===== src/rtl/spi_deserializer.sv =====
// SPI mode-0 target receiver: synchronizes sclk/mosi/cs_n into clk, assembles
// MSB-first words and pushes each completed word into an RX FIFO.
module spi_deserializer #(
    parameter int  DATA_WIDTH        = 8,
    parameter int  SYNC_STAGES       = 2,
    localparam int BIT_COUNTER_WIDTH = $clog2(DATA_WIDTH)
) (
    input  logic                  clk,
    input  logic                  rst,
    input  logic                  sclk,
    input  logic                  mosi,
    input  logic                  cs_n,
    input  logic                  full,
    output logic                  write_en,
    output logic [DATA_WIDTH-1:0] write_data,
    output logic                  busy,
    output logic                  overflow,
    output logic                  frame_err
);

    typedef enum logic [1:0] {
        IDLE  = 2'd0,
        SHIFT = 2'd1,
        STORE = 2'd2
    } state_t;

    localparam logic [BIT_COUNTER_WIDTH-1:0] CNT_MAX = BIT_COUNTER_WIDTH'(DATA_WIDTH - 1);
    localparam int WARM_W = $clog2(SYNC_STAGES + 1);
    localparam logic [WARM_W-1:0] WARM_DONE = WARM_W'(SYNC_STAGES);

    logic [SYNC_STAGES-1:0] sclk_sync_q, mosi_sync_q, cs_sync_q;
    logic                   sclk_prev_q, cs_prev_q;
    logic [WARM_W-1:0]      warm_q;
    logic                   armed_q;

    state_t                        state_q, state_d;
    logic [DATA_WIDTH-1:0]         shift_q, shift_d;
    logic [DATA_WIDTH-1:0]         wdata_q, wdata_d;
    logic [BIT_COUNTER_WIDTH-1:0]  cnt_q, cnt_d;
    logic                          wen_q, wen_d;
    logic                          ovf_q, ovf_d;
    logic                          ferr_q, ferr_d;
    logic                          busy_q, busy_d;

    logic sclk_s, mosi_s, cs_s;
    logic sclk_rise, cs_fall, cs_rise;

    assign sclk_s    = sclk_sync_q[SYNC_STAGES-1];
    assign mosi_s    = mosi_sync_q[SYNC_STAGES-1];
    assign cs_s      = cs_sync_q[SYNC_STAGES-1];
    assign sclk_rise = sclk_s & ~sclk_prev_q;
    assign cs_fall   = ~cs_s & cs_prev_q;
    assign cs_rise   = cs_s & ~cs_prev_q;

    // Input synchronizers, edge history and post-reset arming.
    // A frame may only start after cs_n has been seen high with real pin samples,
    // so a cs_n held low through reset cannot fake a falling edge.
    always_ff @(posedge clk) begin
        if (!rst) begin
            sclk_sync_q <= '0;
            mosi_sync_q <= '0;
            cs_sync_q   <= '1;
            sclk_prev_q <= 1'b0;
            cs_prev_q   <= 1'b1;
            warm_q      <= '0;
            armed_q     <= 1'b0;
        end else begin
            sclk_sync_q <= {sclk_sync_q[SYNC_STAGES-2:0], sclk};
            mosi_sync_q <= {mosi_sync_q[SYNC_STAGES-2:0], mosi};
            cs_sync_q   <= {cs_sync_q[SYNC_STAGES-2:0], cs_n};
            sclk_prev_q <= sclk_s;
            cs_prev_q   <= cs_s;
            if (warm_q != WARM_DONE) begin
                warm_q <= warm_q + WARM_W'(1);
            end else if (cs_s) begin
                armed_q <= 1'b1;
            end
        end
    end

    // Next-state logic for the receive FSM and its registered outputs.
    always_comb begin
        state_d = state_q;
        shift_d = shift_q;
        wdata_d = wdata_q;
        cnt_d   = cnt_q;
        wen_d   = 1'b0;
        ovf_d   = 1'b0;
        ferr_d  = 1'b0;
        case (state_q)
            IDLE: begin
                if (cs_fall && armed_q) begin
                    state_d = SHIFT;
                    cnt_d   = CNT_MAX;
                    shift_d = '0;
                end else begin
                    state_d = IDLE;
                end
            end
            SHIFT: begin
                // cs_rise takes priority over a coincident sclk sample.
                if (cs_rise) begin
                    state_d = IDLE;
                    shift_d = '0;
                    ferr_d  = (cnt_q != CNT_MAX);
                    cnt_d   = CNT_MAX;
                end else if (sclk_rise) begin
                    shift_d = {shift_q[DATA_WIDTH-2:0], mosi_s};
                    if (cnt_q == '0) begin
                        state_d = STORE;
                    end else begin
                        cnt_d = cnt_q - BIT_COUNTER_WIDTH'(1);
                    end
                end else begin
                    state_d = SHIFT;
                end
            end
            STORE: begin
                if (full) begin
                    ovf_d = 1'b1;
                end else begin
                    wen_d   = 1'b1;
                    wdata_d = shift_q;
                end
                cnt_d   = CNT_MAX;
                state_d = cs_s ? IDLE : SHIFT;
            end
            default: begin
                state_d = IDLE;
                cnt_d   = CNT_MAX;
            end
        endcase
        busy_d = (state_d != IDLE);
    end

    // State and output registers.
    always_ff @(posedge clk) begin
        if (!rst) begin
            state_q <= IDLE;
            shift_q <= '0;
            wdata_q <= '0;
            cnt_q   <= CNT_MAX;
            wen_q   <= 1'b0;
            ovf_q   <= 1'b0;
            ferr_q  <= 1'b0;
            busy_q  <= 1'b0;
        end else begin
            state_q <= state_d;
            shift_q <= shift_d;
            wdata_q <= wdata_d;
            cnt_q   <= cnt_d;
            wen_q   <= wen_d;
            ovf_q   <= ovf_d;
            ferr_q  <= ferr_d;
            busy_q  <= busy_d;
        end
    end

    assign write_en   = wen_q;
    assign write_data = wdata_q;
    assign busy       = busy_q;
    assign overflow   = ovf_q;
    assign frame_err  = ferr_q;

endmodule


===== config.mk =====
export PLATFORM = sky130hd
export DESIGN_NAME = spi_deserializer
export DESIGN_NICKNAME = d
export VERILOG_FILES = /design/src/rtl/spi_deserializer.sv
export SDC_FILE = /design/constraint.sdc
export NUM_CORES = 1
export LEC_CHECK = 0
export ABC_AREA = 1
export CORE_ASPECT_RATIO = 1.25
export CORE_MARGIN = 10
export CORE_UTILIZATION = 50
export DETAILED_ROUTE_END_ITERATION = 10
export GPL_TIMING_DRIVEN = 1
export MAX_ROUTING_LAYER = met4
export PLACE_DENSITY = 0.73
export SYNTH_ARGS = -nofsm -noshare
export SYNTH_HDL_FRONTEND = slang
export SYNTH_SLANG_ARGS = --single-unit
export TNS_END_PERCENT = 100

===== constraint.sdc =====
create_clock -name clk -period 3.3 [get_ports clk]
set_input_delay 0.66 -clock clk [delete_from_list [all_inputs] [get_ports clk]]
set_output_delay 0.66 -clock clk [all_outputs]
set_load 0.005 [all_outputs]

After elaboration in Yosys (flattened, before gate mapping)
Index checks and enable logic that the tools add are counted.
- add/sub/neg operators: 2
- eq/ne operators: 7
- multiplexer cells: 17
- bitwise operators: 8
- reductions and logical operators: 11
- operators by type and width (operator ; number):
    $mux W8 ; 3
    $pmux W8 S2 ; 1
    $mux W3 ; 4
    $ne A3 B3 Y1 const B ; 3
    $reduce_and A3 Y1 ; 3
    $mux W2 ; 3
    $pmux W2 S3 ; 1
    $pmux W3 S2 ; 1
    $reduce_and A2 Y1 ; 3
    $not A1 Y1 ; 5
    $mux W1 ; 4
    $ne A2 B2 Y1 const B ; 2
    $reduce_bool A2 Y1 ; 2
    $and A1 B1 Y1 ; 3
    $logic_not A3 Y1 ; 1
    $sub A3 B1 Y3 const B ; 1
    $add A2 B1 Y2 const B ; 1
    $eq A2 B1 Y1 const B ; 1
    $eq A2 B2 Y1 const B ; 1
    $logic_not A2 Y1 ; 1
    $logic_and A1 B1 Y1 ; 1
- register bits after elaboration: 36
- input bits: 6
- word-level logic and storage cells: 60

Longest topological paths before layout
Gate-level depths: netlist of the first run.
- word-level depth: 6
- gate-level depth with buffers: 8
- gate-level depth less buffers: 8

Worst setup path before layout of the first run
No wires, ideal clock.
- path type: input-to-reg
- start: input full
- end: register wdata_q[6] (netlist: write_data[6])
- arrival time: 1.231 ns
- required time: 3.181 ns
- slack: 1.950 ns
- cell stages on the path: 5
- cell sequence: inv_1 nand3_1 buf_4 o21ai_0 a21oi_1
- cells in the longest elaborated chain, start to end: 2
- ends and longest elaborated chain (item ; RTL line ; text):
    start: declaration ; 13 ; input logic full,
    $not A1 Y1 (no source line) ; -- ;
    $reduce_and A2 Y1 (no source line) ; -- ;
    end signal: assignment ; 150 ; wdata_q <= wdata_d;
    end: declaration ; 38 ; logic [DATA_WIDTH-1:0] wdata_q, wdata_d;
No other way between the ends.
A chain may end at the register's enable or synchronous reset.

Final worst setup path of the first run
- start: register wdata_q[2] (netlist: write_data[2])
- end: output write_data[2]
- RTL lines (item ; RTL line ; text):
    end: declaration ; 15 ; output logic [DATA_WIDTH-1:0] write_data,
No word-level cell between the ends.

==> impl_metrics.tcl, run 1 <==
set metrics [dict create \
    outcome "complete, no violations" \
    drcViolationCount 0 \
    groute.usage.overall_pct 10.6 \
    cp.required_ns 2.64 \
    r2r_cells 3 \
    clockBufferDepth 2 \
    first_pass_iters 4 \
    grt_max_degree 30 \
    final_common_cell "nand2_1" \
    vias 1178 \
    fin_nets 224 \
    cts_buffers 5 \
    worstPathArrival_ns 1.19 \
    antenna_found_initial 0 \
    clock-sinks 36 \
    finalInstanceArea_um2 1730 \
    min_period_ns 1.85 \
    irDropWorstVdd_mv 0.398 \
    cts_root_buffer "clkbuf_4" \
    place_area_um2 1650 \
    critPathLaunchType "register" \
    cts_tree "built" \
    wl_um 2560 \
    finalHoldViolations 0 \
    synth_area_um2 1470 \
    hold_start "mosi_sync_q[0]" \
    clock_latency_ns 0.34 \
    drt_iter0_markers 44 \
    path_buf_inv 1 \
    crit_chain "clkdlybuf4s50_1" \
    reg2reg_from "state_q[1]" \
    slew_headroom_pct 63.2 \
    finClkSkew_ns 0.0119 \
    p_per_area_nw_per_um2 503 \
    yosysSeqAreaShare_pct 48.9 \
    initial_core_util_pct 53.4 \
    htreeDepth 2 \
    drive_above_1_share_pct 8.84 \
    cts_resized 0 \
    reg2reg_slack_ns 1.94 \
    critical_path_depth 1 \
    final-setup-viol-count 0 \
    core-area_um2 2760 \
    grt.overflow.total 0 \
    post_cts_buffers 0 \
    wl_per_cell_um 10.3 \
    hpwlAfterDp_um 1900 \
    syn_area_per_cell_um2 7.60 \
    cp_slowest_cell "clkdlybuf4s50_1" \
    grt_pass1_wl_um 4450 \
    avgViaCountPerCell 4.73 \
    yosysWarnings 0 \
    critical-path-top-delay-family "buffers and inverters" \
    setup_tns_ns 0 \
    finalCritPeriodShare_pct 56.1 \
    hold_buffers 0 \
    reg2reg_to "write_data[7]" \
    p_leak_uw 0.000821 \
    ys_seq_elements 36 \
    cpPeakStageDelay_ns 0.50 \
    rsz0062_at_grt "false" \
    rows 21 \
    worst_pin_slew_ns 0.550 \
    slew_violations 0 \
    postSynthCellCount 194 \
    area_growth_pct 17.4 \
    die_x_um 68.6 \
    cap_viol_max_count 0 \
    n_antenna_cell 0 \
    clock.fmax_ghz 0.540 \
    gp_congestion 0.786 \
    drtAntennaViolNets 0 \
    critPathCaptureType "output pin" \
    first_global_vias 1097 \
    hp-class "register to register" \
    portBuffers 17 \
    hold_path_end "mosi_sync_q[1]" \
    dieHeight_um 80.7 \
    worstSetupPathType "register to output pin" \
    hold_depth 2 \
    dieArea_um2 5530 \
    clk_pin_slew_ns 0.11 \
    final_cell_mix "nand2_1, dfxtp_1, inv_1, nor2_1, clkdlybuf4s50_1" \
    ioPinCount 18 \
    syn_nets 204 \
    synth_cell_types 21 \
    worstPathMaxFanout 2 \
]
[power by group]
| part | leakage, uW | internal, uW | switching [uW] |
|---|---|---|---|
| Sequential | 0.000293 | 461 | 13.1 |
| Clock | 0.0000422 | 159 | 142 |
| Combinational | 0.000486 | 38.5 | 57.0 |
[Yosys cell counts]
master / n / area, um2
dfxtp_1: 36 / 721
nand4_1: 2 / 12.5
nand3_1: 7 / 35.0
ha_1: 4 / 50.1
xnor2_1: 1 / 8.76
nor4_1: 1 / 6.26
o211ai_1: 1 / 7.51
nand3_4: 2 / 35.0
nor2_1: 31 / 116
nand2_1: 37 / 139
nor2_4: 1 / 11.3
a21oi_1: 13 / 65.1
buf_4: 1 / 7.51
nor2_2: 1 / 6.26
inv_1: 35 / 131
buf_6: 2 / 22.5
nand2_2: 3 / 18.8
o21ai_0: 10 / 50.1
or2_2: 2 / 12.5
inv_2: 2 / 7.51
buf_2: 2 / 10.0
[logic make-up after synthesis]
logic type | share of synthesized area, %
and+or+nand+nor | 26.7
buffers and inverters | 12.1
DFF | 48.9
AOI/OAI and AO/OA | 8.32
adders and majority gates | 3.40
xor gates and xnor gates | 0.594
[final cells by class]
| class | count | area, um2 |
|---|---|---|
| well taps | 34 | 42.5 |
| inverters | 37 | 139 |
| multi-input cells | 116 | 574 |
| repair buffers | 18 | 178 |
| flip-flops and latches | 36 | 721 |
| fillers | 244 | 1030 |
| clock buffers | 6 | 41.3 |
| clock inverters | 2 | 35.0 |
[through the flow]
stage | utilization (%) | std cells | power, uW | worst slack (ns) | hold WS [ns]
after detailed placement | 60.0 | 241 | 580 | 1.19 | 0.401
after CTS | 62.7 | 249 | 878 | 1.42 | 0.425
final | 62.7 | 249 | 870 | 1.45 | 0.422
after global placement | 60.0 | 241 | 574 | 1.17 | 0.395
after floorplan | - | 194 | 558 | 1.95 | 0.390
after global routing | 62.7 | 249 | 916 | 1.38 | 0.453
[registers in the layout, indices dropped and copies added, names as in the netlist]
register / flops
shift_q: 8
mosi_sync_q: 2
sclk_prev_q: 1
warm_q: 2
armed_q: 1
overflow: 1
busy: 1
frame_err: 1
cs_prev_q: 1
write_data: 8
cs_sync_q: 2
cnt_q: 3
state_q: 2
write_en: 1
sclk_sync_q: 2
[per-layer routing]
| metal | track usage (%) | wire, um |
|---|---|---|
| met4 | 3.63 | 38 |
| met3 | 4.44 | 173 |
| met1 | 9.78 | 1050 |
| met2 | 18.8 | 1300 |
| met5 | - | 0 |
[worst max path at each step]
stage / startpoint / endpoint / slack, ns
4_1_cts: write_data[4] / write_data[4] / 1.42
6_report: write_data[2] / write_data[2] / 1.45
3_3_place_gp: full / write_data[2] / 1.17
3_5_place_dp: full / write_data[2] / 1.19
2_1_floorplan: full / write_data[6] / 1.95
5_1_grt: write_data[0] / write_data[0] / 1.38
Note: power is estimated with default switching activity, not from simulation.
==> run 2, diff against run 1 <==
==> constraint.sdc (replaced) <==
create_clock -name clk -period 1.78 [get_ports clk]
set_input_delay 0.356 -clock clk [delete_from_list [all_inputs] [get_ports clk]]
set_output_delay 0.356 -clock clk [all_outputs]
set_load 0.005 [all_outputs]
==> impl_metrics.tcl, run 2 (same netlist as run 1, synthesis figures left out) <==
set metrics [dict create \
    dr_wl_met2_um 1410 \
    finalCritPeriodShare_pct 87.5 \
    htreeDepth 2 \
    critPathLaunchType "register" \
    cts_resized 0 \
    avgViaCountPerCell 4.75 \
    grt_max_degree 29 \
    min_period_ns 1.56 \
    crit_chain "clkdlybuf4s50_1" \
    clock.fmax_ghz 0.642 \
    finalHoldViolations 0 \
    rsz0062_at_grt "false" \
    drcViolationCount 0 \
    drt_iter0_markers 34 \
    outcome "complete, no violations" \
    cts_tree "built" \
    rows 21 \
    ioPinCount 18 \
    clk_pin_slew_ns 0.11 \
    grt.overflow.total 0 \
    worstPathMaxFanout 2 \
    area_growth_pct 18.4 \
    die_x_um 68.6 \
    finalInstanceArea_um2 1750 \
    cpPeakStageDelay_ns 0.51 \
    clock_latency_ns 0.34 \
    post_cts_buffers 0 \
    reg2reg_slack_ns 0.52 \
    fillers 258 \
    cts_root_buffer "clkbuf_4" \
    n_antenna_cell 0 \
    r2r_cells 7 \
    final_common_cell "nand2_1" \
    setup_tns_ns 0 \
    wl_um 2720 \
    cts_buffers 5 \
    vias 1192 \
    worst_pin_slew_ns 0.275 \
    cp.required_ns 1.42 \
    hold_buffers 0 \
    antenna_found_initial 0 \
    critical-path-top-delay-family "buffers and inverters" \
    irDropWorstVdd_mv 0.685 \
    portBuffers 17 \
    wl_per_cell_um 10.8 \
    worstSetupPathType "register to output pin" \
    hold_depth 1 \
    top_layer "met4" \
    path_buf_inv 1 \
    instances_no_fill 251 \
    core-area_um2 2760 \
    drt-met1-wl_um 1090 \
    hpwlAfterDp_um 2010 \
    cp_slowest_cell "clkdlybuf4s50_1" \
    dp_cells 243 \
    worstPathArrival_ns 1.20 \
    first_pass_iters 4 \
    final_util_pct 63.3 \
    first_global_vias 1190 \
    grt_pass1_wl_um 4910 \
    clockBufferDepth 2 \
    hp-class "register to register" \
    cap_viol_max_count 0 \
    critPathCaptureType "output pin" \
    p_per_area_nw_per_um2 925 \
    critical_path_depth 1 \
    place_area_um2 1670 \
    dieHeight_um 80.7 \
    clock-sinks 36 \
    drtAntennaViolNets 0 \
    final_cell_mix "nand2_1, dfxtp_1, inv_1, nor2_1, clkdlybuf4s50_1" \
    fin_nets 226 \
    final-setup-viol-count 0 \
    dieArea_um2 5530 \
    slew_violations 0 \
    met3_length_um 167 \
    initial_core_util_pct 53.4 \
    groute.usage.overall_pct 11.7 \
    gp_congestion 0.805 \
    p_leak_uw 0.000829 \
    drive_above_1_share_pct 9.68 \
    slew_headroom_pct 81.5 \
    finClkSkew_ns 0.0120 \
]
## run 2: changes by cell type in the layout (fill, tap and decap cells not counted)
cell,delta
buf_4,+2
## run 2: final cells by class
| class | count | area, um2 | area share (%) |
|---|---|---|---|
| Clock buffer | 6 | 41.3 | 2.37 |
| Clock inverter | 2 | 35.0 | 2.01 |
| Inverter | 37 | 139 | 7.96 |
| Multi-Input combinational cell | 116 | 574 | 32.9 |
| Sequential cell | 36 | 721 | 41.3 |
| Tap cell | 34 | 42.5 | 2.44 |
| Timing Repair Buffer | 20 | 193 | 11.0 |
## run 2: per-layer routing
| layer | track usage [%] | vias to the layer above |
|---|---|---|
| met5 | - | - |
| met4 | 4.84 | 0 |
| met3 | 4.72 | 7 |
| met2 | 20.5 | 15 |
| met1 | 10.9 | 540 |
| li1 | - | 630 |
## run 2: final timing paths
| path | from | end |
|---|---|---|
| setup / recovery | write_data[0] | write_data[0] |
| hold / removal | cs_sync_q[0] | cs_sync_q[1] |
| setup reg to reg | state_q[0] | cnt_q[0] |
| hold reg to reg | cs_sync_q[0] | cs_sync_q[1] |
## run 2: worst reg2reg max path, cell delays in order (launching register included)
cell,delay (ns)
dfxtp_1,0.38
inv_2,0.07
nor2_4,0.14
nand2_2,0.17
nor2_1,0.15
nor2_1,0.10
nand2_1,0.07
nand3_1,0.06
## run 2: where the power goes
group	leakage, uW	internal [uW]	total [uW]	switching [uW]
combinational	0.000494	71.6	180	108
clock	0.0000422	294	557	262
sequential	0.000293	855	879	24.8
## run 2: through the flow
| stage | total power, uW | hold WS (ns) | setup WS (ns) |
|---|---|---|---|
| floorplan | 1030 | 0.390 | 0.701 |
| global placement | 1060 | 0.395 | 0.303 |
| detailed placement | 1080 | 0.403 | 0.283 |
| CTS | 1650 | 0.429 | 0.186 |
| global route | 1710 | 0.436 | 0.155 |
| finish | 1620 | 0.423 | 0.222 |
==> run 3, diff against run 2 <==
==> constraint.sdc (replaced) <==
create_clock -name clk -period 1.9 [get_ports clk]
set_input_delay 0.38 -clock clk [delete_from_list [all_inputs] [get_ports clk]]
set_output_delay 0.38 -clock clk [all_outputs]
set_load 0.005 [all_outputs]
==> impl_metrics.tcl, run 3 (same netlist as run 1, synthesis figures left out) <==
set metrics [dict create \
    outcome "complete, no violations" \
    vias 1159 \
    hold_buffers 0 \
    avgViaCountPerCell 4.64 \
    worstPathArrival_ns 1.21 \
    final_cell_mix "nand2_1, dfxtp_1, inv_1, nor2_1, clkdlybuf4s50_1" \
    area_growth_pct 16.9 \
    gr-usage-met1_pct 10.5 \
    dp_cells 242 \
    initial_core_util_pct 53.4 \
    worstPathMaxFanout 2 \
    cp_slowest_cell "clkdlybuf4s50_1" \
    hp-class "register to register" \
    gr-max-usage-layer "met2" \
    wl_per_cell_um 10.7 \
    hpwlAfterDp_um 1960 \
    first_global_vias 1099 \
    dieArea_um2 5530 \
    path_buf_inv 1 \
    instances_no_fill 250 \
    cp.required_ns 1.52 \
    cpPeakStageDelay_ns 0.51 \
    worstSetupPathType "register to output pin" \
    min_period_ns 1.59 \
    final-setup-viol-count 0 \
    cts_root_buffer "clkbuf_4" \
    fin_nets 225 \
    grt_pass1_wl_um 4620 \
    grt_max_degree 29 \
    drtAntennaViolNets 0 \
    n_antenna_cell 0 \
    grt.overflow.total 0 \
    antenna_found_initial 0 \
    htreeDepth 2 \
    cts_buffers 5 \
    slew_violations 0 \
    finalHoldViolations 0 \
    drt_iter0_markers 66 \
    cts_resized 0 \
    clk_pin_slew_ns 0.11 \
    setup_tns_ns 0 \
    cap_viol_max_count 0 \
    p_leak_uw 0.000821 \
    dieHeight_um 80.7 \
    clock.fmax_ghz 0.631 \
    clock-sinks 36 \
    grt_use_met3_pct 5.00 \
    crit_chain "clkdlybuf4s50_1" \
    critPathLaunch "write_data[2]" \
    critical-path-top-delay-family "buffers and inverters" \
    slew_headroom_pct 82.3 \
    groute.usage.overall_pct 11.4 \
    ioPinCount 18 \
    core-area_um2 2760 \
    final_common_cell "nand2_1" \
    finalCritPeriodShare_pct 83.4 \
    p_per_area_nw_per_um2 815 \
    first_pass_iters 4 \
    die_x_um 68.6 \
    wl_um 2670 \
    rows 21 \
    portBuffers 17 \
    critPathCaptureType "output pin" \
    cts_tree "built" \
    gp_congestion 0.786 \
    drive_above_1_share_pct 9.72 \
    rsz0062_at_grt "false" \
    finalPower_uw 1400 \
    holdWs_ns 0.420 \
    irDropWorstVdd_mv 0.628 \
    drcViolationCount 0 \
    clock_latency_ns 0.34 \
    finClkSkew_ns 0.0114 \
    post_cts_buffers 0 \
    met2_usage_pct 18.6 \
    hold_start "mosi_sync_q[0]" \
    reg2reg_from "state_q[0]" \
    critPathLaunchType "register" \
    worst_pin_slew_ns 0.266 \
    clockBufferDepth 2 \
]
## run 3: cell count changes in the layout (fill, tap and decap cells not counted), sizes merged
cell    change
clkinv      +1
bufinv      -1
buf         -1
## run 3: where the power goes
group          switching, uW  internal, uW  total, uW
registers               22.0           800        822
logic                   97.0          65.9        163
clock network            243           176        419
total                    362          1040       1400
## run 3: worst paths after layout
check | endpoint | slack (ns) | depth (start not counted)
hold reg to reg | mosi_sync_q[1] | 0.42 | 2
setup / recovery | write_data[2] | 0.31 | 1
hold / removal | mosi_sync_q[1] | 0.42 | 2
setup reg to reg | cnt_q[0] | 0.64 | 7
## run 3: worst reg2reg max path, delay by kind of cell, from the launching register on
kind	cells	cell delay [ns]
flip-flops	1	0.38
buffers and inverters	1	0.07
AND/OR/NAND/NOR	6	0.69
## run 3: routing by layer
metal  wire [um]  share of wire [%]
met1        1060                 40
met3         141                5.3
met4         107                4.0
met5           0                  0
met2        1360                 51
## run 3: through the flow
stage	utilization [%]	setup WS, ns	instance area [um2]
global placement	60.2	0.349	1660
CTS	62.4	0.291	1720
finish	62.4	0.315	1720
global route	62.4	0.249	1720
detailed placement	60.2	0.235	1660
floorplan	-	0.821	1470
## run 3: area by class of cell
| class | count | area, um2 |
|---|---|---|
| Fill cell | 258 | 1040 |
| Tap cell | 34 | 42.5 |
| Inverter | 37 | 139 |
| Sequential cell | 36 | 721 |
| Multi-Input combinational cell | 116 | 574 |
| Clock inverter | 2 | 10.0 |
| Timing Repair Buffer | 19 | 185 |
| Clock buffer | 6 | 51.3 |
